==> src/rtl/logic_pkg.sv <==
// logic_pkg
//   Shared definitions for the 4-bit logic issue stage:
//   - opcode encodings for the NOT/AND/OR/XOR units
//   - the packed FIFO entry {op, a, b}
package logic_pkg;

  localparam int LOGIC_W = 4;

  localparam logic [1:0] OP_NOT = 2'b00;
  localparam logic [1:0] OP_AND = 2'b01;
  localparam logic [1:0] OP_OR  = 2'b10;
  localparam logic [1:0] OP_XOR = 2'b11;

  typedef struct packed {
    logic [1:0]         op;
    logic [LOGIC_W-1:0] a;
    logic [LOGIC_W-1:0] b;
  } entry_t;

endpackage

==> src/rtl/logic_alu.sv <==
// logic_alu
//   Purely combinational bitwise ALU: op, a, b -> result (WIDTH bits,
//   no carry or extension). The NOT path is served by the logic_not unit.
//   Ports:
//     op_i     : opcode (OP_NOT/OP_AND/OP_OR/OP_XOR)
//     a_i      : operand A
//     b_i      : operand B (ignored for NOT)
//     result_o : bitwise result
module logic_alu
  import logic_pkg::*;
#(
  parameter int WIDTH = 4
) (
  input  logic [1:0]       op_i,
  input  logic [WIDTH-1:0] a_i,
  input  logic [WIDTH-1:0] b_i,
  output logic [WIDTH-1:0] result_o
);

  logic [WIDTH-1:0] not_y;

  logic_not #(.WIDTH(WIDTH)) u_not (
    .a_i (a_i),
    .y_o (not_y)
  );

  always_comb begin
    result_o = '0;
    case (op_i)
      OP_NOT:  result_o = not_y;
      OP_AND:  result_o = a_i & b_i;
      OP_OR:   result_o = a_i | b_i;
      OP_XOR:  result_o = a_i ^ b_i;
      default: result_o = '0;
    endcase
  end

endmodule

==> src/rtl/logic_not.sv <==
// logic_not
//   Bitwise inverter used as the NOT unit of the logic datapath.
//   Ports:
//     a_i : operand
//     y_o : ~a_i, same width
module logic_not #(
  parameter int WIDTH = 4
) (
  input  logic [WIDTH-1:0] a_i,
  output logic [WIDTH-1:0] y_o
);

  assign y_o = ~a_i;

endmodule

==> src/rtl/logic_issue_stage.sv <==
// logic_issue_stage
//   Buffered issue stage for the bitwise logic units. Operations are
//   accepted into a DEPTH-entry FIFO, issued one per cycle through
//   logic_alu, and held in a result register until downstream takes them.
//   Ports:
//     clk, rst_n            : clock, async active-low reset
//     in_valid/in_ready     : upstream handshake
//     in_op, in_a, in_b     : operation and operands
//     out_valid/out_ready   : downstream handshake
//     out_op, out_result    : held opcode and result
//     busy                  : FIFO or result register occupied
module logic_issue_stage
  import logic_pkg::*;
#(
  parameter int WIDTH = LOGIC_W,
  parameter int DEPTH = 2
) (
  input  logic             clk,
  input  logic             rst_n,
  input  logic             in_valid,
  output logic             in_ready,
  input  logic [1:0]       in_op,
  input  logic [WIDTH-1:0] in_a,
  input  logic [WIDTH-1:0] in_b,
  output logic             out_valid,
  input  logic             out_ready,
  output logic [1:0]       out_op,
  output logic [WIDTH-1:0] out_result,
  output logic             busy
);

  localparam int PTR_W = $clog2(DEPTH);
  localparam int CNT_W = $clog2(DEPTH + 1);

  // FIFO storage carries data only; it needs no reset because the
  // count decides which entries are meaningful.
  entry_t             mem_q [DEPTH];
  logic [PTR_W-1:0]   wr_ptr_q, wr_ptr_d;
  logic [PTR_W-1:0]   rd_ptr_q, rd_ptr_d;
  logic [CNT_W-1:0]   count_q, count_d;
  logic               out_valid_q, out_valid_d;
  logic [1:0]         out_op_q, out_op_d;
  logic [WIDTH-1:0]   out_result_q, out_result_d;

  logic               push, pop;
  entry_t             head;
  logic [WIDTH-1:0]   alu_result;

  // Ready depends only on registered count, so out_ready never reaches it.
  assign in_ready = (count_q < CNT_W'(DEPTH));
  assign push     = in_valid && in_ready;
  assign pop      = (count_q != '0) && (!out_valid_q || out_ready);
  assign head     = mem_q[rd_ptr_q];

  logic_alu #(.WIDTH(WIDTH)) u_alu (
    .op_i     (head.op),
    .a_i      (head.a),
    .b_i      (head.b),
    .result_o (alu_result)
  );

  always_comb begin
    wr_ptr_d     = wr_ptr_q;
    rd_ptr_d     = rd_ptr_q;
    count_d      = count_q;
    out_valid_d  = out_valid_q;
    out_op_d     = out_op_q;
    out_result_d = out_result_q;
    // DEPTH is a power of two, so pointer overflow is the modulo wrap.
    if (push) wr_ptr_d = wr_ptr_q + 1'b1;
    if (pop)  rd_ptr_d = rd_ptr_q + 1'b1;
    case ({push, pop})
      2'b10:   count_d = count_q + 1'b1;
      2'b01:   count_d = count_q - 1'b1;
      default: count_d = count_q;
    endcase
    if (pop) begin
      out_valid_d  = 1'b1;
      out_op_d     = head.op;
      out_result_d = alu_result;
    end else if (out_valid_q && out_ready) begin
      out_valid_d  = 1'b0;
    end
  end

  always_ff @(posedge clk) begin
    if (push) begin
      mem_q[wr_ptr_q].op <= in_op;
      mem_q[wr_ptr_q].a  <= in_a;
      mem_q[wr_ptr_q].b  <= in_b;
    end
  end

  always_ff @(posedge clk or negedge rst_n) begin
    if (!rst_n) begin
      wr_ptr_q     <= '0;
      rd_ptr_q     <= '0;
      count_q      <= '0;
      out_valid_q  <= 1'b0;
      out_op_q     <= '0;
      out_result_q <= '0;
    end else begin
      wr_ptr_q     <= wr_ptr_d;
      rd_ptr_q     <= rd_ptr_d;
      count_q      <= count_d;
      out_valid_q  <= out_valid_d;
      out_op_q     <= out_op_d;
      out_result_q <= out_result_d;
    end
  end

  assign out_valid  = out_valid_q;
  assign out_op     = out_op_q;
  assign out_result = out_result_q;
  assign busy       = (count_q != '0) || out_valid_q;

endmodule
==> config.mk <==
export PLATFORM = sky130hd
export DESIGN_NAME = logic_issue_stage
export DESIGN_NICKNAME = d
export VERILOG_FILES = /design/src/rtl/logic_pkg.sv /design/src/rtl/logic_alu.sv /design/src/rtl/logic_not.sv /design/src/rtl/logic_issue_stage.sv
export SDC_FILE = /design/constraint.sdc
export NUM_CORES = 1
export LEC_CHECK = 0
export ABC_CLOCK_PERIOD_IN_PS = 5400
export BUFFER_PORTS_ARGS = -buffer_cell sky130_fd_sc_hd__buf_4
export CAP_MARGIN = 0
export CORE_MARGIN = 5
export CORE_UTILIZATION = 50
export DETAILED_ROUTE_END_ITERATION = 16
export PLACE_DENSITY = 0.72
export SYNTH_ARGS = -nofsm -noshare
export SYNTH_HDL_FRONTEND = slang
export SYNTH_SLANG_ARGS = --single-unit
==> constraint.sdc <==
create_clock -name clk -period 5.4 [get_ports clk]
set_clock_uncertainty 0.2 [all_clocks]
set_input_delay 0 -clock clk [delete_from_list [all_inputs] [get_ports clk]]
set_output_delay 0 -clock clk [all_outputs]
set_load 0.01 [all_outputs]
# After elaboration in Yosys (flattened, before gate mapping)
# Memory sizes are Yosys's and may differ from the RTL's.
# Cells that the tools add are included.
# W data, S select, Z words.
word_totals:
  regBits: 11
  ramBits: 20
  input_bits: 14
  output_inout_bits: 9
  elab_cells: 37
  memories: 1
memory_table:
  columns: ["memory", "depth", "word_bits", "rd", "rd_clocked_by_memory_dff", "write_ports", "line_no", "source"]
  rows:
  - ["mem_q", 2, 10, 1, 0, 1, "logic_issue_stage.sv:37", "entry_t mem_q [DEPTH];"]
op_classes:
  addsub: 4
  magnitude_cmp: 1
  n_eq_ne: 5
  muxes: 6
  n_bitwise: 4
  n_reduce_logical: 10
op_table:
  columns: ["op", "count"]
  rows:
  - ["$pmux W4 S4", 1]
  - ["$eq A2 B2 Y1 const B", 3]
  - ["$reduce_bool A2 Y1", 3]
  - ["$and A4 B4 Y4", 1]
  - ["$eq A2 B1 Y1 const B", 2]
  - ["$mux W1", 4]
  - ["$not A4 Y4", 1]
  - ["$or A4 B4 Y4", 1]
  - ["$pmux W2 S2", 1]
  - ["$xor A4 B4 Y4", 1]
  - ["$logic_and A1 B1 Y1", 3]
  - ["$add A1 B1 Y1 const B", 2]
  - ["$add A2 B1 Y2 const B", 1]
  - ["$logic_not A2 Y1", 1]
  - ["$logic_or A1 B1 Y1", 2]
  - ["$lt A2 B2 Y1 const B", 1]
  - ["$sub A2 B1 Y2 const B", 1]
  - ["$logic_not A1 Y1", 1]

# Depth between registers and ports, before layout
# Gate-level depths: netlist (run 1).
depth:
  depth_word: 5
  ltp_mapped: 7
  ltp_nobuf: 6

# Hierarchy
# Synthesis (run 1) repeated with hierarchy kept, for this count alone.
hier_totals:
  hier_cells: 93
  hier_area_um2: 1456.4
by_module_without_submodules:
  columns: ["mod", "n_inst", "cells_per_inst", "area_per_inst_um2", "seq_area_each_um2"]
  rows:
  - ["logic_issue_stage", 1, 65, 1191.1, 875.8]
  - ["logic_alu", 1, 24, 250.2, 0.0]
  - ["logic_not", 1, 4, 15.0, 0.0]

# Worst setup path before layout (run 1)
# OpenSTA, ideal clock, no wires.
synth_timing:
  path_kind: "register to register"
  from: "register rd_ptr_q"
  to: "register out_result_q[1] (netlist: out_result[1])"
  setup_ps: 138
  t_arrival_ps: 1428
  t_required_ps: 5062
  slack_ps: 3634
  path_stages_with_launch: 7
  path_buffers: 2
  period_less_slack_ps: 1766
  path_cell_list: "dfrtp_1 buf_6 buf_2 mux2i_1 ha_1 mux2i_1 o221ai_1"
synth_between:
  elab_chain_len: 3
  elab_cells_between_ends: 10
  cone_classes: "eq/ne (3); mux (1); bitwise (4); reduce/logical (1); memory (1)"
synth_rtl:
  columns: ["item", "line_no", "source"]
  rows:
  - ["start: declaration", "logic_issue_stage.sv:39", "logic [PTR_W-1:0] rd_ptr_q, rd_ptr_d;"]
  - ["start signal: assignment", "logic_issue_stage.sv:104", "rd_ptr_q <= rd_ptr_d;"]
  - ["$mem_v2 Z2 W10 (*)", null, null]
  - ["$eq A2 B2 Y1 (tied with other cells)", "logic_alu.sv:29", "case (op_i)"]
  - ["$pmux W4 S4 (*)", "logic_alu.sv:29", null]
  - ["end signal: assignment", "logic_issue_stage.sv:108", "out_result_q <= out_result_d;"]
  - ["end: declaration", "logic_issue_stage.sv:43", "logic [WIDTH-1:0] out_result_q, out_result_d;"]
# Every way passes the cells marked *; elsewhere a longest branch is shown, timed or not.
# A chain may end at the register's enable or synchronous reset.

# Worst setup path in the final report (run 1)
layout_timing:
  from: "register rd_ptr_q"
  to: "register out_result_q[2] (netlist: out_result[2])"
# Same word-level chain as after synthesis.

==> results of run 1 <==
-- registers in the layout (all words and copies together) (netlist names) --
register    cells
wr_ptr_q        1
mem_q          20
rd_ptr_q        1
out_valid       1
out_op          2
count_q         2
out_result      4
-- worst register-to-register path: stages (launching register included) --
cell and delay [ps]:
dfrtp_1 880, mux2i_1 360, ha_1 210, mux2i_1 80, mux2i_1 190, o221ai_1 140
-- worst paths after layout --
kind	to	slack (ps)	from	cells after the start
min reg2reg	out_op[0]	320	out_op[0]	1
max reg2reg	out_result[2]	3220	rd_ptr_q	5
min in group asynchronous	out_valid	500	rst_n	3
min	mem_q[0][4]	220	in_a[0]	2
max	out_result[2]	3220	rd_ptr_q	5
max in group asynchronous	out_result[3]	4150	rst_n	3
-- cell type report --
type	count	share of cell area (%)
Tap cell	31	2.07
Timing Repair Buffer	36	16.3
Clock buffer	7	2.41
Sequential cell	31	46.8
Multi-Input combinational cell	64	30.3
Clock inverter	1	0.267
Inverter	9	1.80
-- kinds of logic (layout without fill, tap and decap cells) --
logic type / count (synthesis) / count (layout) / share of synthesized area [%]
flops: 31 / 31 / 58.3
mux: 26 / 26 / 17.9
simple gates: 13 / 13 / 4.67
buf+inv: 13 / 53 / 3.83
compound gates: 11 / 11 / 4.83
fa+ha+maj: 9 / 9 / 7.50
xor+xnor: 5 / 5 / 2.92
-- power by group through the flow --
| stage | combinational, mW | sequential (mW) | clock, mW |
|---|---|---|---|
| global route | 0.417 | 0.409 | 0.137 |
| finish | 0.370 | 0.398 | 0.121 |
| detailed placement | 0.366 | 0.405 | 0 |
| floorplan | 0.281 | 0.375 | 0 |
| global placement | 0.351 | 0.399 | 0 |
| CTS | 0.377 | 0.399 | 0.125 |
-- per-layer routing --
layer | GRT usage [%] | wire (um)
met1 | 17.5 | 1080
met2 | 24.1 | 1340
met3 | 5.01 | 146
met4 | 4.75 | 25
met5 | 0 | 0
-- cells in the final DEF (no fill, tap or decap), drive strengths merged --
master and instances:
mux2i 25, buf 22, edfxtp 20, dlygate4sd3 14
dfrtp 11, inv 9, ha 9, clkbuf 7
nor2 4, o21ai 4, o221ai 4, xnor2 4
nand2 2, a21oi 2, or3 2, nor2b 1
and3 1, nand2b 1, or2 1, mux2 1
nand3 1, xor2 1, o21a 1, clkinv 1
-- through the flow --
| stage | util, % | setup WS [ps] | std cells |
|---|---|---|---|
| 5_1_grt | 66.2 | 3090 | 179 |
| 2_1_floorplan | - | 3630 | 108 |
| 3_5_place_dp | 59.4 | 3220 | 157 |
| 4_1_cts | 66.2 | 3200 | 179 |
| 6_report | 66.2 | 3220 | 179 |
| 3_3_place_gp | 59.4 | 3350 | 157 |
==> reports/metrics.csv, run 1 <==
stage,metric,value,unit
timing,fin_crit_sh,40.4,%
power_and_ir_drop,p_per_area,475,nW/um^2
power_and_ir_drop,p_leak,0.834,nW
clocking,cts_root_buffer,clkbuf_4,
timing,slew_headroom,44.1,%
detailed_routing,via_count,953,
clocking,cts_max_level,2,
die,start_util,53.1,%
timing,finalHoldViolations,0,
critical_path,slowest_delay,880,ps
power_and_ir_drop,switching_share,35.5,%
power_and_ir_drop,power_frac_comb,41.6,%
detailed_routing,drtIter0Drc,38,
global_route,grt_first_pass_wirelength,4.55,mm
detailed_routing,drt_pass1_iterations,4,
cells_and_area,seq_area,876,um^2
detailed_routing,wl_per_cell,14.5,um
die,die_y,64.8,um
synth,synth_cells,108,
timing,finalCriticalPeriod,2180,ps
critical_path,crit_path_end_kind,register,
critical_path,path_max_fanout,15,
synth,syn-num-nets,131,
place,place_area,1680,um^2
synth,ys_seq_area_share,58.3,%
cells_and_area,diodes,0,
cells_and_area,drive_gt1_share,21.6,%
clocking,cts_hold_buf,14,
die,core-area,2830,um^2
critical_path,worstPathCellList,"mux2i_1, ha_1, mux2i_1, mux2i_1, o221ai_1",
detailed_routing,wirelength,2.59,mm
clocking,cts_tree,done,
cells_and_area,final_nets,170,
critical_path,start_kind,register,
clocking,post_cts_buffers,0,
die,pin_count,23,
synth,yosys.area.top_type,edfxtp_1,
timing,tightest_slew,835,ps
synth,synth_seq_cells,31,
critical_path,crit_top_cell,mux2i_1,
synth,ys_types,25,
timing,max_freq,459,MHz
critical_path,path_delay_family,flip-flops,
synth,async_flop_share,35.5,%
synth,avgSynthCellArea,13.9,um^2
global_route,first_global_vias,991,
detailed_routing,vias_per_cell,5.32,
power_and_ir_drop,p_seq_share,44.8,%
timing,hold_slack,221,ps
global_route,grt_max_degree,16,
global_route,grt_antenna_before_repair,0,
place,hpwl,1.92,mm
synth,synthesis.area,1500,um^2
clocking,numCtsBuffers,5,
global_route,overflow,0,
place,place.gp.congestion,0.749,
power_and_ir_drop,power.switching,0.316,mW
synth,synth-main-ff-cell,edfxtp_1,
critical_path,worstPathRequired,5390,ps
detailed_routing,drc,0,
critical_path,cp_slowest_cell,dfrtp_1,
die,row_count,19,
clocking,clock_sinks,31,
flow_run,cap_violations,0,
die,dieArea,4200,um^2
synth,synth_top_area_share,40.0,%
clocking,clk_latency,320,ps
critical_path,crit_buf_inv,0,
clocking,clock_tree.buffer_depth,2,
synth,ys_warn_count,0,
timing,fin_tns_setup,0,ps
detailed_routing,ant_nets,0,
timing,setup_viol,0,
clocking,clk_pin_slew_worst_paths,100,ps
power_and_ir_drop,intPower,0.574,mW
critical_path,worstPathArrival,2170,ps
die,fp.dieW,64.8,um
cells_and_area,multi_input_area,568,um^2
power_and_ir_drop,clkPwrFrac,13.6,%
outcome,outcome,finished clean,
synth,synthMostInstantiatedCell,mux2i_1,
cells_and_area,postLayoutCellArea,1870,um^2
power_and_ir_drop,finalPower,0.889,mW
timing,slew_violations,0,
timing,rsz0062_at_grt,no,
critical_path,worstSetupPathType,reg2reg,
synth,synth_edf_count,20,
place,io_buffer_count,22,
clocking,cts_repair_resize_count,0,
global_route,track_usage,14.4,%
worst_hold_path,min_path_type,in2reg,
synth,synth.area.top_cells,"edfxtp_1 (40%), dfrtp_1 (18%), mux2i_1 (16%)",
cells_and_area,syn_to_final_growth,24.7,%
cells_and_area,num-fill-cells,210,
power_and_ir_drop,ir_worst_vdd,0.000232,V
synth,synth_commonest_cells,"mux2i_1 (24), edfxtp_1 (20), dfrtp_1 (11)",
Note: power is estimated with default switching activity, not from simulation.
==> run 2: changes to the inputs <==
ABC_CLOCK_PERIOD_IN_PS = 1900   (was 5400)
PLACE_DENSITY = 0.74   (was 0.72)
clock period = 1.9 ns   (was 5.4 ns; I/O delays follow)
==> reports/metrics.csv, run 2 (synthesis gave the netlist of run 1 again) <==
stage,metric,value,unit,change
power_and_ir_drop,p_per_area,1350,nW/um^2,+180%
detailed_routing,via_count,965,,+1.3%
detailed_routing,drt_pass1_iterations,4,,unchanged
power_and_ir_drop,ir_worst_vdd,0.000711,V,+210%
detailed_routing,drc,0,,unchanged
cells_and_area,diodes,0,,unchanged
die,start_util,53.1,%,unchanged
timing,hold_slack,203,ps,-18.1 ps
timing,finalCriticalPeriod,1750,ps,-426 ps
clocking,cts_tree,done,,
timing,slew_violations,0,,unchanged
cells_and_area,drive_gt1_share,26.1,%,+4.5 points
outcome,outcome,finished clean,,
global_route,overflow,0,,unchanged
cells_and_area,syn_to_final_growth,28.6,%,
timing,fin_crit_sh,92.4,%,+52 points
die,row_count,19,,unchanged
cells_and_area,final_nets,175,,+2.9%
detailed_routing,vias_per_cell,5.24,,-1.5%
clocking,post_cts_buffers,0,,unchanged
die,dieArea,4200,um^2,unchanged
clocking,numCtsBuffers,5,,unchanged
cells_and_area,largest-register,mem_q,,
timing,max_freq,570,MHz,+24%
die,core-area,2830,um^2,unchanged
cells_and_area,stdcell_count,184,,+2.8%
clocking,clock_sinks,31,,unchanged
clocking,clk_latency,320,ps,about the same
critical_path,r2r-start,count_q[0],,
timing,setup_viol,0,,unchanged
die,die_y,64.8,um,unchanged
power_and_ir_drop,finalPower,2.61,mW,+190%
place,io_buffer_count,22,,unchanged
power_and_ir_drop,p_leak,0.863,nW,+3.6%
place,dpl.cell_count,162,,+3.2%
timing,finalHoldViolations,0,,unchanged
global_route,grt_antenna_before_repair,0,,unchanged
critical_path,worstSetupPathType,reg2reg,,
global_route,first_global_vias,1038,,+4.7%
critical_path,crit_path_end_kind,register,,
clocking,clk_pin_slew_worst_paths,90,ps,about the same
worst_hold_path,hold_start,in_op[1],,
cells_and_area,largest_reg_flops,20,,unchanged
critical_path,crit_path_start,count_q[0],,
cells_and_area,final_common_cell,buf_4,,
detailed_routing,ant_nets,0,,unchanged
critical_path,worstPathArrival,1810,ps,-360 ps
global_route,track_usage,14.9,%,+0.41 points
timing,slew_headroom,66.2,%,+22 points
detailed_routing,wl_per_cell,14.7,um,+1.5%
cells_and_area,postLayoutCellArea,1930,um^2,+3.1%
place,hpwl,1.83,mm,-4.7%
die,pin_count,23,,unchanged
clocking,cts_root_buffer,clkbuf_4,,
global_route,grt_max_degree,16,,unchanged
flow_run,cap_violations,0,,unchanged
global_route,grt_first_pass_wirelength,4.66,mm,+2.4%
clocking,cts_max_level,2,,unchanged
die,fp.dieW,64.8,um,unchanged
cells_and_area,most-common-layout-cells,"buf_4 (26), mux2i_1 (23), edfxtp_1 (20)",,
place,place.gp.congestion,0.812,,+8.4%
place,place_area,1730,um^2,+3.0%
detailed_routing,wirelength,2.70,mm,+4.3%
timing,fin_tns_setup,0,ps,unchanged
timing,tightest_slew,505,ps,-330 ps
critical_path,start_kind,register,,
detailed_routing,drtIter0Drc,29,,-24%
worst_hold_path,min_path_type,in2reg,,
critical_path,path_max_fanout,7,,-8
clocking,clock_tree.buffer_depth,2,,unchanged
critical_path,worstPathRequired,1960,ps,-3430 ps
## run 2: cell types whose count changed in the layout (fill, tap and decap cells not counted)
cell     previous run  this run
buf_12              0         1
buf_4              22        26
mux2i_1            24        23
mux2i_2             1         2
nor2_1              4         3
nor2_2              0         1
nor2b_1             1         0
nor2b_2             0         1
## run 2: layer usage
layer	up-vias	GRT usage, %	wire length, um
met5	-	0	0
met4	0	5.54	47
met3	5	5.53	155
met2	25	24.9	1360
met1	452	17.4	1140
li1	483	-	-
## run 2: report_power, final
group          internal (mW)  switching (mW)  total [mW]
logic                  0.620           0.595        1.21
registers              0.935           0.113        1.05
clock network          0.144           0.206       0.350
total                   1.70           0.914        2.61
## run 2: metrics by stage
step	worst slack [ps]	utilization [%]
after global routing	-6.83	68.2
after detailed placement	58.1	61.2
after CTS	42.7	67.9
after floorplan	134	-
after global placement	101	61.2
final	145	68.2
## run 2: critical path, stage by stage, from the launching register on
cell and delay [ps]:
dfrtp_1 450, nor2_2 270, nor2_1 160, ha_1 350, nor2_1 140, xnor2_1 120
## run 2: timing repair
action / 4_1_cts / 5_1_grt
setup endpoints to repair: 0 / 2
hold endpoints to repair: 39 / 0
gates resized for setup: 0 / 3
hold buffers: 14 / 0
## run 2: area by class of cell
| cell class | instances | area [um^2] |
|---|---|---|
| repair buffers | 41 | 355 |
| inverters | 9 | 33.8 |
| multi-input cells | 64 | 577 |
| clock inverters | 1 | 5.00 |
| fillers | 201 | 898 |
| clock buffers | 7 | 45.0 |
| flip-flops and latches | 31 | 876 |
| well taps | 31 | 38.8 |
## run 2: worst paths after layout
kind	slack, ps	end	cells after the start
worst min-delay path	200	mem_q[0][9]	2
max in group asynchronous	660	out_op[0]	3
min in group asynchronous	510	count_q[0]	3
worst min register to register	300	wr_ptr_q	1
worst max-delay path	150	count_q[1]	5
worst max register to register	150	count_q[1]	5
==> run 3: changes to the inputs <==
ABC_AREA = 1   (was default)
ABC_CLOCK_PERIOD_IN_PS = 1700   (was 1900)
PLACE_DENSITY = 0.71   (was 0.74)
clock period = 1.7 ns   (was 1.9 ns; I/O delays follow)
==> reports/metrics.csv, run 3 <==
stage,metric,value,unit,change
outcome,outcome,"complete, but fails checks",,
outcome,violations,setup timing,,
power_and_ir_drop,p_leak,0.946,nW,+9.6%
cells_and_area,largest-register,mem_q,,
timing,setup_viol,3,,+3
die,start_util,51.2,%,-1.9 points
clocking,cts_tree,done,,
timing,fin_crit_sh,101,%,+8.6 points
detailed_routing,drc,0,,unchanged
detailed_routing,drt_pass1_iterations,4,,unchanged
die,fp.dieW,65.4,um,+0.98%
synth,synthesis.area,1540,um^2,+2.3%
critical_path,reg2reg_depth,8,,+3
synth,synthMostInstantiatedCell,nand2_1,,
synth,ys_types,21,,-16%
timing,tightest_slew,528,ps,+22.7 ps
place,hpwl,2.01,mm,+9.9%
clocking,numCtsBuffers,5,,unchanged
synth,ys_warn_count,0,,unchanged
cells_and_area,largest_reg_flops,20,,unchanged
detailed_routing,wirelength,2.83,mm,+4.7%
flow_run,cap_violations,0,,unchanged
synth,ys_seq_area_share,57.0,%,-1.3 points
place,io_buffer_count,22,,unchanged
global_route,grt_first_pass_wirelength,4.87,mm,+4.4%
cells_and_area,final_nets,226,,+29%
synth,syn-num-nets,175,,+34%
critical_path,path_max_fanout,5,,-2
die,core-area,3000,um^2,+6.1%
synth,synth_commonest_cells,"nand2_1 (42), edfxtp_1 (20), inv_1 (14)",,
global_route,overflow,0,,unchanged
critical_path,crit_path_end_kind,register,,
cells_and_area,stdcell_count,237,,+29%
timing,rsz0062_at_grt,yes,,
detailed_routing,via_count,1135,,+18%
timing,slew_headroom,64.7,%,-1.5 points
cells_and_area,diodes,0,,unchanged
worst_hold_path,min_path_type,in2reg,,
critical_path,crit_path_start,rd_ptr_q,,
place,dpl.cell_count,213,,+31%
cells_and_area,syn_to_final_growth,33.1,%,
global_route,grt_antenna_before_repair,0,,unchanged
clocking,clk_pin_slew_worst_paths,100,ps,about the same
global_route,first_global_vias,1191,,+15%
global_route,grt_max_degree,12,,-4
synth,async_flop_share,35.5,%,unchanged
die,row_count,20,,+1
critical_path,reg2reg_slack,-20,ps,-160 ps
place,place.gp.congestion,0.735,,-9.4%
power_and_ir_drop,ir_worst_vdd,0.000800,V,+13%
clocking,cts_max_level,2,,unchanged
critical_path,worstSetupPathType,reg2reg,,
detailed_routing,vias_per_cell,4.79,,-8.7%
die,dieArea,4280,um^2,+2.0%
worst_hold_path,hold_start,in_b[2],,
clocking,cts_root_buffer,clkbuf_4,,
cells_and_area,most-common-layout-cells,"nand2_1 (40), buf_4 (30), edfxtp_1 (20)",,
synth,synth-main-ff-cell,edfxtp_1,,
critical_path,r2r-start,rd_ptr_q,,
critical_path,start_kind,register,,
critical_path,timing.rr.end,out_result[0],,
synth,synth_top_area_share,39.1,%,-0.91 points
global_route,track_usage,15.5,%,+0.66 points
cells_and_area,final_common_cell,nand2_1,,
synth,yosys.area.top_type,edfxtp_1,,
die,die_y,65.4,um,+0.98%
timing,max_freq,583,MHz,+2.2%
timing,timing.final.ws_setup,-16.3,ps,-162 ps
timing,slew_violations,0,,unchanged
synth,synth_seq_cells,31,,unchanged
critical_path,worstPathRequired,1740,ps,-220 ps
cells_and_area,num-fill-cells,237,,+18%
die,pin_count,23,,unchanged
detailed_routing,ant_nets,0,,unchanged
critical_path,worstPathArrival,1750,ps,-60 ps
synth,synth_edf_count,20,,unchanged
synth,synth.area.top_cells,"edfxtp_1 (39%), dfrtp_1 (18%), nand2_1 (10%)",,
timing,fin_tns_setup,-23.3,ps,-23.3 ps
timing,finalHoldViolations,0,,unchanged
synth,synth_cells,152,,+41%
cells_and_area,drive_gt1_share,33.3,%,+7.2 points
synth,avgSynthCellArea,10.1,um^2,-27%
detailed_routing,wl_per_cell,11.9,um,-19%
clocking,clk_latency,340,ps,+20 ps
power_and_ir_drop,p_per_area,1590,nW/um^2,+17%
clocking,clock_tree.buffer_depth,2,,unchanged
clocking,clock_sinks,31,,unchanged
critical_path,cp-endpoint,out_result[0],,
detailed_routing,drtIter0Drc,51,,+76%
timing,finalCriticalPeriod,1720,ps,-38.5 ps
[run 3: cell types whose count changed in the layout (fill, tap and decap cells not counted), sizes merged, moves of 4 or more]
cell	delta
buf	+4
nand3	+5
o221ai	-4
o21ai	+11
nand2	+46
mux2i	-25
inv	+13
[run 3: worst max-delay path: stages (launching register included)]
cell     delay, ps
dfrtp_2        450
inv_2           80
or2_1          220
o21ai_2         90
ha_1           280
nand3_2         80
nand2_1         50
o21ai_1        110
nand2_1         60
[run 3: cell families after synthesis]
kind of cell	Yosys count	share of synthesized area, %
AO/OA/AOI/OAI	16	5.21
XOR/XNOR	4	2.28
adder cells (fa/ha/maj)	9	7.33
buffers and inverters	25	7.08
flip-flops	31	57.0
AND/OR/NAND/NOR	67	21.1
[run 3: repair_timing]
item | 4_1_cts | 5_1_grt
cloned | 1 | 0
resized for setup | 3 | 13
endpoints found under the hold margin | 35 | 0
setup endpoints to repair | 4 | 5
setup buffers | 0 | 1
pin swaps | 2 | 2
hold buffers | 14 | 0
[run 3: stage by stage]
| step | total power [mW] | hold WS, ps | setup WS, ps | instance area (um^2) | utilization, % |
|---|---|---|---|---|---|
| after detailed placement | 2.71 | -354 | -13.0 | 1790 | 59.8 |
| after global placement | 2.62 | -360 | 28.1 | 1790 | 59.8 |
| after global routing | 3.54 | 169 | -109 | 2050 | 68.1 |
| after floorplan | 2.22 | -496 | -14.8 | 1550 | - |
| final | 3.25 | 188 | -16.3 | 2050 | 68.1 |
| after CTS | 3.16 | 172 | -11.3 | 2000 | 66.5 |
[run 3: worst min-delay path by stage]
| stage | slack, ps | endpoint | depth (start not counted) |
|---|---|---|---|
| after floorplan | -500 | count_q[0] | 0 |
| after global placement | -360 | out_result[0] | 1 |
| after detailed placement | -350 | out_op[1] | 1 |
| after CTS | 170 | mem_q[0][2] | 2 |
| after global routing | 170 | mem_q[0][2] | 2 |
| final | 190 | mem_q[0][2] | 2 |
[run 3: final cells by class]
type | instances | area, um^2 | share of cell area [%]
Tap cell | 33 | 41.3 | 2.02
Timing Repair inverter | 1 | 7.51 | 0.367
Multi-Input combinational cell | 96 | 607 | 29.7
Clock buffer | 6 | 41.3 | 2.02
Sequential cell | 31 | 878 | 42.9
Inverter | 23 | 86.3 | 4.22
Clock inverter | 2 | 7.51 | 0.367
Timing Repair Buffer | 45 | 377 | 18.4
[run 3: per-layer routing]
layer / global-route usage, % / vias up / routed length [um]
met4: 9.07 / 0 / 66
met5: 0 / - / 0
met2: 27.4 / 25 / 1480
li1: - / 586 / -
met3: 5.98 / 7 / 132
met1: 15.3 / 517 / 1150
[run 3: where the power goes]
part | switching, mW | leakage (nW) | total (mW) | internal [mW]
registers | 0.130 | 0.311 | 1.17 | 1.04
logic | 0.951 | 0.607 | 1.69 | 0.737
clock network | 0.235 | 0.0273 | 0.388 | 0.153
total | 1.32 | 0.946 | 3.25 | 1.93
